<file path="src/rtl/lif_neuron.sv">
// Leaky integrate-and-fire neuron.
// Each enabled clock performs one neuron update:
// - In ACCUM, the membrane potential leaks, integrates input_current and saturates.
//   When the result reaches threshold, the neuron fires.
// - In REFRACTORY, updates are ignored for refractory_period enabled clocks.
// spike_out is a registered one-clock pulse.
// membrane_potential is the v register itself.
//
// Handshake: there is no valid/ready pair. enable acts as a valid-only strobe with
// implicit ready. Each rising edge with enable=1 consumes input_current, threshold,
// decay_shift and (when firing) refractory_period. Results appear one clock later.
// With enable=0, all state is held and spike_out returns to 0.

module lif_neuron #(
  parameter int W  = 8,
  parameter int RW = 8
) (
  input  logic                clk,
  input  logic                reset_n,
  input  logic                enable,
  input  logic signed [W-1:0] input_current,
  input  logic signed [W-1:0] threshold,
  input  logic [2:0]          decay_shift,
  input  logic [RW-1:0]       refractory_period,
  output logic signed [W-1:0] membrane_potential,
  output logic                spike_out,
  output logic                refractory,
  output logic [0:0]          state_dbg
);

  localparam logic [0:0] ACCUM      = 1'b0;
  localparam logic [0:0] REFRACTORY = 1'b1;

  // Two guard bits hold any v - leak + input_current without overflow.
  localparam int SW = W + 2;
  localparam logic signed [SW-1:0] SAT_MAX = {{3{1'b0}}, {(W-1){1'b1}}};
  localparam logic signed [SW-1:0] SAT_MIN = {{3{1'b1}}, {(W-1){1'b0}}};

  logic [0:0]          state;
  logic signed [W-1:0] v;
  logic [RW-1:0]       count;
  logic                spike;

  logic signed [SW-1:0] v_ext;
  logic signed [SW-1:0] in_ext;
  logic signed [SW-1:0] leak;
  logic signed [SW-1:0] sum;
  logic signed [SW-1:0] sum_clamped;
  logic signed [W-1:0]  sat_v;
  logic                 fire;

  // Leak, integrate and saturate the candidate potential for an ACCUM update.
  always_comb begin
    v_ext  = {{2{v[W-1]}}, v};
    in_ext = {{2{input_current[W-1]}}, input_current};
    leak   = '0;
    if (decay_shift != 3'd0) begin
      leak = v_ext >>> decay_shift;
    end
    sum = v_ext - leak + in_ext;
    sum_clamped = sum;
    if (sum > SAT_MAX) begin
      sum_clamped = SAT_MAX;
    end else if (sum < SAT_MIN) begin
      sum_clamped = SAT_MIN;
    end
    sat_v = sum_clamped[W-1:0];
    fire  = (sat_v >= threshold);
  end

  // Neuron state update on each enabled edge; spike is cleared every clock unless firing.
  always_ff @(posedge clk or negedge reset_n) begin
    if (!reset_n) begin
      v     <= '0;
      spike <= 1'b0;
      count <= '0;
      state <= ACCUM;
    end else begin
      spike <= 1'b0;
      if (enable) begin
        case (state)
          ACCUM: begin
            if (fire) begin
              v     <= '0;
              spike <= 1'b1;
              if (refractory_period != '0) begin
                count <= refractory_period;
                state <= REFRACTORY;
              end
            end else begin
              v <= sat_v;
            end
          end
          REFRACTORY: begin
            v     <= '0;
            count <= count - RW'(1);
            if (count == RW'(1)) begin
              state <= ACCUM;
            end
          end
          default: begin
            state <= ACCUM;
          end
        endcase
      end
    end
  end

  // Outputs come straight from registers.
  always_comb begin
    membrane_potential = v;
    spike_out          = spike;
    refractory         = (state == REFRACTORY);
    state_dbg          = state;
  end

endmodule

</file>
<file path="config.mk">
export PLATFORM = sky130hd
export DESIGN_NAME = lif_neuron
export DESIGN_NICKNAME = d
export VERILOG_FILES = /design/src/rtl/lif_neuron.sv
export SDC_FILE = /design/constraint.sdc
export NUM_CORES = 1
export LEC_CHECK = 0
export ABC_AREA = 1
export CAP_MARGIN = 20
export CORE_ASPECT_RATIO = 0.75
export CORE_UTILIZATION = 48
export CTS_CLUSTER_SIZE = 14
export DETAILED_ROUTE_END_ITERATION = 7
export PLACE_DENSITY = 0.73
export SETUP_SLACK_MARGIN = 0.3
export SYNTH_ARGS = -nofsm -noshare
export SYNTH_HDL_FRONTEND = slang
export SYNTH_SLANG_ARGS = --single-unit
</file>
<file path="constraint.sdc">
create_clock -name clk -period 8.91 [get_ports clk]
set_input_delay 1.782 -clock clk [delete_from_list [all_inputs] [get_ports clk]]
set_output_delay 1.782 -clock clk [all_outputs]
set_load 0.02 [all_outputs]
</file>
---- Word level (Yosys, flattened, before mapping) ----
Index checks and enable logic that the tools add are counted.
operators by class
  $add $sub $neg .......................... 3
  magnitude comparators ................... 3
  equal/unequal tests ..................... 3
  shift-type cells ........................ 1
  multiplexer cells ....................... 15
  bitwise logic cells ..................... 1
  reduce and logical (&&, ||, !) cells .... 3
operator list
  kind                                                                               number
  8-bit 2-to-1 mux                                                                   5
  8-bit one-hot mux with 2 select lines                                              2
  10-bit by 8-bit adder with 10-bit output                                           1
  10-bit by 8-bit greater-than comparator with 1-bit output (second input constant)  1
  10-bit by 8-bit < comparator with 1-bit output (second input constant)             1
  10-bit 2-to-1 mux                                                                  1
  8-bit by 3-bit >>> shifter with 10-bit output                                      1
  8-bit by 10-bit subtractor with 10-bit output                                      1
  8-bit by 1-bit == test with 1-bit output (second input constant)                   1
  8-bit greater-or-equal comparator                                                  1
  8-bit nonzero test                                                                 1
  8-bit by 1-bit subtractor with 8-bit output (second input constant)                1
  1-bit 2-to-1 mux                                                                   6
  2-bit != test (second input constant)                                              2
  3-bit AND reduction                                                                1
  3-bit nonzero test                                                                 1
  1-bit one-hot mux with 2 select lines                                              1
  1-bit inverter                                                                     1
storage, ports and cells
  register bits ........................... 18
  bits of input ports ..................... 30
  output and inout port bits .............. 11

---- Longest topological paths before layout ----
Gate-level depths: netlist of run 1.
  depth after elaboration ................. 11
  depth in mapped cells ................... 33
  depth with buffers taken out ............ 33

---- Worst setup path after synthesis of run 1 ----
Ideal clock, no wire load.
  path type ............................... input to register
  from .................................... input port decay_shift[1]
  to ...................................... register count[0]
  library setup time ...................... 121 ps
  arrival time ............................ 5374 ps
  data required time ...................... 8789 ps
  slack ................................... 3415 ps
  stages .................................. 24
  buffers on the path ..................... 1
  cells stage by stage .................... clkbuf_1 nor3_2 nor2_1 a32oi_1 fa_1 inv_1 fa_1 nand3b_1 nand2_2 nand2_1 nand3_1 nand2_1 nand2_2 nand2_4 nand2_2 nand2_2 ha_1 a21o_1 a21oi_1 nand3_1 nand3_2 nand3_2 nand3_1 nand2_1
between the ends
  longest elaborated chain between the ends .. 10
RTL lines
  item                                                                                 RTL line  source
  start: declaration                                                                   23        input logic [2:0] decay_shift,
  8-bit by 3-bit >>> shifter with 10-bit output or 3-bit nonzero test (tied branches)  58, 57
  10-bit 2-to-1 mux *                                                                  57        if (decay_shift != 3'd0) begin
  8-bit by 10-bit subtractor with 10-bit output *                                      60        sum = v_ext - leak + in_ext;
  10-bit by 8-bit adder with 10-bit output *                                           60
  10-bit by 8-bit < comparator with 1-bit output                                       64        end else if (sum < SAT_MIN) begin
  8-bit 2-to-1 mux                                                                     64
  8-bit 2-to-1 mux *                                                                   62        if (sum > SAT_MAX) begin
  8-bit greater-or-equal comparator *                                                  68        fire = (sat_v >= threshold);
  2-bit != test (no source line) *                                                     -
  3-bit AND reduction (no source line) *                                               -
  end signal: assignment                                                               87        count <= refractory_period;
  end signal: assignment                                                               96        count <= count - RW'(1);
  end: declaration                                                                     41        logic [RW-1:0] count;
Every way passes the cells marked *; elsewhere a longest branch is shown, timed or not.
A chain may end at the register's enable or synchronous reset.

---- Worst setup path after layout of run 1 ----
  from .................................... input port decay_shift[0]
  to ...................................... register count[1]
The elaborated chain is that of the path after synthesis.

==> results of run 1 <==
## logic make-up after synthesis
family,Yosys count
adder cells (fa/ha/maj),28
XOR/XNOR,7
AO/OA/AOI/OAI,31
buffers and inverters,76
flip-flops,18
AND/OR/NAND/NOR,210
## cell usage in the layout, fill, tap and decap left out
cell type / count
o22a_1: 1
or2_1: 1
nand2_2: 19
nor2_1: 19
o31ai_1: 1
nand2_1: 117
inv_1: 67
xor2_1: 4
nand4_1: 14
a211oi_1: 1
fa_1: 8
a32oi_1: 1
clkdlybuf4s50_1: 40
and2_1: 3
a21oi_1: 5
nor2_2: 2
nor2_8: 1
o21bai_1: 1
nand3_2: 6
clkbuf_8: 4
inv_2: 1
ha_1: 20
o211ai_1: 3
nand3b_1: 1
nand2_4: 3
nand3_1: 22
clkinv_1: 1
a21oi_2: 2
a21o_1: 2
xnor2_1: 3
nor3_2: 1
o21ai_0: 14
nor4_1: 1
dfrtp_1: 18
## synth_stat cells, drive strengths merged (3+ instances only)
cell,instances
xor2,4
fa,8
xnor2,3
and2,3
o21ai,14
nand2,139
inv,68
o211ai,3
clkbuf,5
nand3,28
nand4,14
nor2,22
a21oi,7
dfrtp,18
ha,20
## final cells by class
class	instances	area (µm²)
fillers	449	1724
inverters	69	259.0
well taps	57	71.32
flip-flops and latches	18	450.4
repair buffers	40	400.4
multi-input cells	276	1664
clock buffers	4	55.05
## sequential cells by signal (all words and copies together), names as in the netlist
signal and flops:
membrane_potential 8, refractory 1, spike_out 1, count 8
## worst max-delay path: stages
cell and delay, ps:
clkdlybuf4s50_1 620, o21ai_0 340, o21ai_0 160, a211oi_1 300
ha_1 290, inv_1 70, ha_1 220, inv_1 80
fa_1 410, nand3b_1 200, nand2_2 120, nand2_1 70
nand3_1 110, nand2_1 80, nand2_2 70, nand2_4 90
nand2_2 70, nand2_2 50, ha_1 290, a21o_1 190
a21oi_1 180, nand2_1 80, nand2_1 100, nand4_1 360
nand4_1 210, nand2_1 70
## worst min-delay path by stage
stage | start | to | slack (ps) | cells after the start
floorplan | count[7] | count[7] | 500 | 2
global route | membrane_potential[0] | membrane_potential[0] | 570 | 2
detailed placement | membrane_potential[0] | membrane_potential[0] | 530 | 2
global placement | count[7] | count[7] | 520 | 2
finish | count[7] | count[7] | 540 | 2
CTS | count[7] | count[7] | 550 | 2
## per-stage QoR
stage | cell area, µm² | setup WS, ps | hold WS (ps) | cells
after floorplan | 2405 | 3415 | 498.7 | 370
after global placement | 2845 | 2326 | 518.2 | 460
after detailed placement | 2845 | 2215 | 532.6 | 460
after CTS | 2900 | 2465 | 547.5 | 464
after global routing | 2900 | 2045 | 574.9 | 464
final | 2900 | 2420 | 544.7 | 464
## power groups by stage
stage | combinational [mW] | sequential, mW | clock (mW)
floorplan | 0.705 | 0.152 | 0
global placement | 0.897 | 0.150 | 0
detailed placement | 0.913 | 0.151 | 0
CTS | 0.918 | 0.150 | 0.0675
global route | 1.05 | 0.155 | 0.0730
finish | 0.919 | 0.151 | 0.0670
## layer usage
layer / global-route usage (%) / vias to the layer above / wire [µm]
li1: - / 1233 / -
met1: 39.53 / 1052 / 3208
met2: 32.11 / 70 / 2230
met3: 3.539 / 0 / 381
met4: 1.271 / 0 / 0
met5: 0 / - / 0
==> reports/metrics.yaml, run 1 <==
outcome:
  status: "finished clean"
synthesis:
  synthMuxAreaShare_pct: 0
  synth.cell_area_um2: 2405
  synth_compound_area_share_pct: 7.908
  synth_area_leader_cell: "dfrtp_1"
  synth_top_area_share_pct: 18.73
  syn_avg_cell_area_um2: 6.499
  yosysUniqueCellTypes: 35
  synth-xor-area-share_pct: 2.549
  synth-edff-count: 0
  synth_top_family_by_area: "simple AND/OR/NAND/NOR gates"
  synthAdderAreaFrac_pct: 17.07
  syn_nets: 428
  async_reset_ff_share_pct: 100.0
  ys_ff_latch: 18
  ys_seq_area_share_pct: 18.73
  synthSimpleGateAreaFrac_pct: 41.68
  syn_inst: 370
  ys_dominant_reg_cell: "dfrtp_1"
  ys_top_cells_by_area: "dfrtp_1 (19%), nand2_1 (18%), inv_1 (10%)"
  ys_warn_count: 0
timing:
  slew_headroom_pct: 45.99
  worstMarginPinSlew_ps: 807.7
  setup_viol: 0
  slew_viol_final: 0
  fin_crit_sh_pct: 72.84
  setup_tns_ps: 0
  finalCriticalPeriod_ps: 6490
  hold_viol_final: 0
  fmax_ghz: 0.1541
  finClkSkew_ps: 1.354
  rsz0062_at_grt: "no"
cells_and_area:
  insertedDiodeCount: 0
  drive_above_1_share_pct: 9.582
  post-route-util_pct: 62.72
  syn_to_final_growth_pct: 20.60
  fin_nets: 466
worst_setup_path:
  path_class: "primary input to register"
  regToRegEndpoint: "count[1]"
  reg2reg_depth: 28
  cp_max_fo: 15
  critPathRequiredTime_ps: 9050
  critical_path_arrival_ps: 6630
  crit_path_start: "decay_shift[0]"
  endpoint: "count[1]"
  rr_startpoint: "membrane_potential[7]"
  start_kind: "primary input"
  reg2reg_slack_ps: 4150
  end_kind: "register"
floorplan:
  dieArea_um2: 5300
  rows: 21
  coreArea_um2: 4624
  initial_core_util_pct: 52.00
  io-pin-count: 41
  fp.dieH_um: 63.30
  die_w_um: 83.73
pwr:
  power.leakage_nw: 1.590
  p_comb_share_pct: 80.9
  finalPower_mw: 1.137
  pwr-share-seq_pct: 13.3
  p_int_uw: 496.9
  power.switching_uw: 639.8
  p_clk_share_pct: 5.9
  p_per_area_nw_per_um2: 391.9
  swShare_pct: 56.29
  peakVddDrop_mv: 0.2821
grt:
  grt_max_degree: 19
  track_usage_pct: 23.55
  grt_overflow: 0
  antenna_found_initial: 0
  grt_pass1_wl_um: 10100
  grt_pass1_vias: 2089
cts:
  clk_pin_slew_worst_paths_ps: 70
  postCtsResizedCells: 0
  htree_levels: 1
  cts_root_buf: "clkbuf_8"
  cts.sinks: 18
  post_cts_buffers: 0
  cts_hold_buf: 0
  cts_tree: "yes"
  clk_latency_ps: 250
  cts-buffers-inserted: 3
  cts_max_path_buffers: 2
detailed_routing:
  drtPass1Iterations: 4
  drc_errors: 0
  viasPerCell: 5.075
  wl_um: 5821
  wl_per_cell_um: 12.55
  num_vias: 2355
  ant_nets: 0
  drt_iter0_drc: 190
flow_run:
  maxCapViolations: 0
hold_path:
  hp-class: "register to register"
place:
  io_buffer_count: 40
  place_congestion: 0.9070
  dp_hpwl_um: 4891
No activity file was read; power rests on OpenSTA's default activity.
==> inputs of run 2 (changes only) <==
- clock period: 8.91 -> 6.35 ns (I/O delays scaled with it)
==> reports/metrics.yaml, run 2 (synthesis results as in run 1) <==
timing:
  slew_headroom_pct: 45.78  # was 45.99%
  finClkSkew_ps: 2.407  # was 1.354 ps
  setup_tns_ps: 0  # unchanged
  rsz0062_at_grt: "no"  # unchanged
  slew_viol_final: 0  # unchanged
  finalCriticalPeriod_ps: 5625
  fin_crit_sh_pct: 88.58
  worst_slack_ps: 725.1  # was 2420 ps
  worstMarginPinSlew_ps: 810.8  # was 807.7 ps
  setup_viol: 0  # unchanged
  fmax_ghz: 0.1778
  hold_viol_final: 0  # unchanged
cells_and_area:
  drive_above_1_share_pct: 9.804  # was 9.582%
  final_common_cell: "nand2_1"  # unchanged
  instances_no_fill: 465  # was 464
  post-route-util_pct: 62.99  # was 62.72%
  insertedDiodeCount: 0  # unchanged
  final_cell_mix: "nand2_1 (117), inv_1 (67), clkdlybuf4s50_1 (38), nand3_1 (22), ha_1 (20)"  # was nand2_1 (117), inv_1 (67), clkdlybuf4s50_1 (40), nand3_1 (22), ha_1 (20)
  syn_to_final_growth_pct: 21.12  # was 20.60%
  fin_nets: 467  # was 466
worst_setup_path:
  path_cells: "clkdlybuf4s50_1 -> nor3_2 -> nor2_1 -> a32oi_1 -> fa_1 -> inv_1 -> fa_1 -> nand3b_1 -> nand2_2 -> nand2_1 -> nand3_1 -> nand2_1 -> nand2_2 -> nand2_4 -> nand2_2 -> nand2_2 -> ha_1 -> a21o_1 -> a21oi_1 -> nand3_1 -> nand3_2 -> nand3_2 -> nand3_1 -> nand2_1"
  end_kind: "register"  # unchanged
  reg2reg_slack_ps: 1700  # was 4150 ps
  max_stage_delay_ps: 640  # was 620 ps
  start_kind: "primary input"  # unchanged
  path_delay_family: "simple AND/OR/NAND/NOR gates"  # unchanged
  critPathRequiredTime_ps: 6500  # was 9050 ps
  path_class: "primary input to register"  # unchanged
  critical_path_arrival_ps: 5770  # was 6630 ps
  path_common_cell: "nand2_2"  # was nand2_1
  crit_path_top_delay_cell: "clkdlybuf4s50_1"  # unchanged
  critPathBufInv: 2  # was 3
  cp_max_fo: 9  # was 15
place:
  pre_cts_ws_ps: 178.3  # was 2215 ps
  dp_hpwl_um: 4913  # was 4891 µm
  place_congestion: 0.9069  # was 0.9070
  io_buffer_count: 40  # unchanged
  placed_cells: 460  # unchanged
cts:
  clk_latency_ps: 260  # was 250 ps
  clk_pin_slew_worst_paths_ps: 70  # about the same
  cts_root_buf: "clkbuf_8"  # unchanged
  cts-buffers-inserted: 3  # unchanged
  cts_hold_buf: 0  # unchanged
  cts_tree: "yes"  # unchanged
  cts.sinks: 18  # unchanged
  htree_levels: 1  # unchanged
  cts_max_path_buffers: 2  # unchanged
grt:
  antenna_found_initial: 0  # unchanged
  track_usage_pct: 24.29  # was 23.55%
  grt_pass1_wl_um: 10330  # was 10100 µm
  grt_pass1_vias: 2130  # was 2089
  grt_max_degree: 19  # unchanged
  grt_overflow: 0  # unchanged
detailed_routing:
  drtPass1Iterations: 5  # was 4
  wl_um: 5824  # was 5821 µm
  wl_per_cell_um: 12.52  # was 12.55 µm
  ant_nets: 0  # unchanged
  drt_iter0_drc: 144  # was 190
  num_vias: 2385  # was 2355
  drc_errors: 0  # unchanged
  viasPerCell: 5.129  # was 5.075
outcome:
  status: "finished clean"  # unchanged
floorplan:
  coreArea_um2: 4624  # unchanged
  io-pin-count: 41  # unchanged
  dieArea_um2: 5300  # unchanged
  fp.dieH_um: 63.30  # unchanged
  initial_core_util_pct: 52.00  # unchanged
  rows: 21  # unchanged
  die_w_um: 83.73  # unchanged
pwr:
  finalPower_mw: 1.609  # was 1.137 mW
  power.leakage_nw: 1.613  # was 1.590 nW
  peakVddDrop_mv: 0.3100  # was 0.2821 mV
  p_per_area_nw_per_um2: 552.5  # was 391.9 nW/µm²
hold_path:
  hp-class: "register to register"  # unchanged
flow_run:
  maxCapViolations: 0  # unchanged
-- run 2: cell count changes in the layout (fill, tap and decap cells not counted), sizes merged --
cell and delta:
clkdlybuf4s50 -2, buf +1, dlymetal6s2s +2
-- run 2: routing by layer --
layer,GRT usage (%),vias to the layer above,routed length (µm)
met5,0,-,0
li1,-,1239,-
met1,40.86,1069,3177
met3,3.932,2,416
met2,31.61,75,2212
met4,3.814,0,18
-- run 2: power breakdown --
part,total (mW),switching [mW],internal [mW]
logic,1.30,0.808,0.494
clock network,0.0959,0.0406,0.0553
registers,0.212,0.0526,0.159
total,1.61,0.901,0.708
-- run 2: cell type report --
type,count,area [µm²]
Fill cell,463,1712
Multi-Input combinational cell,276,1664
Sequential cell,18,450.4
Timing Repair Buffer,41,412.9
Inverter,69,259.0
Tap cell,57,71.32
Clock buffer,4,55.05
-- run 2: final timing paths --
check | from | end | cells past startpoint
min reg2reg | membrane_potential[0] | membrane_potential[0] | 2
max | decay_shift[2] | count[1] | 24
min | membrane_potential[0] | membrane_potential[0] | 2
min in group asynchronous | reset_n | count[6] | 1
max reg2reg | membrane_potential[7] | count[1] | 28
max in group asynchronous | reset_n | count[2] | 1
-- run 2: repair_timing --
action	in CTS	in global routing
setup endpoints to repair	0	17
gates resized for setup	0	3
setup buffers	0	1
-- run 2: metrics by stage --
stage | cell area [µm²] | hold WS, ps
6_report | 2913 | 543.9
5_1_grt | 2913 | 571.9
4_1_cts | 2900 | 544.9
3_5_place_dp | 2845 | 529.7
3_3_place_gp | 2845 | 518.2
2_1_floorplan | 2405 | 498.7
-- run 2: worst min-delay path, stage by stage, from the launching register on --
cell and delay [ps]:
dfrtp_1 380, nand2_1 80, nand2_1 60
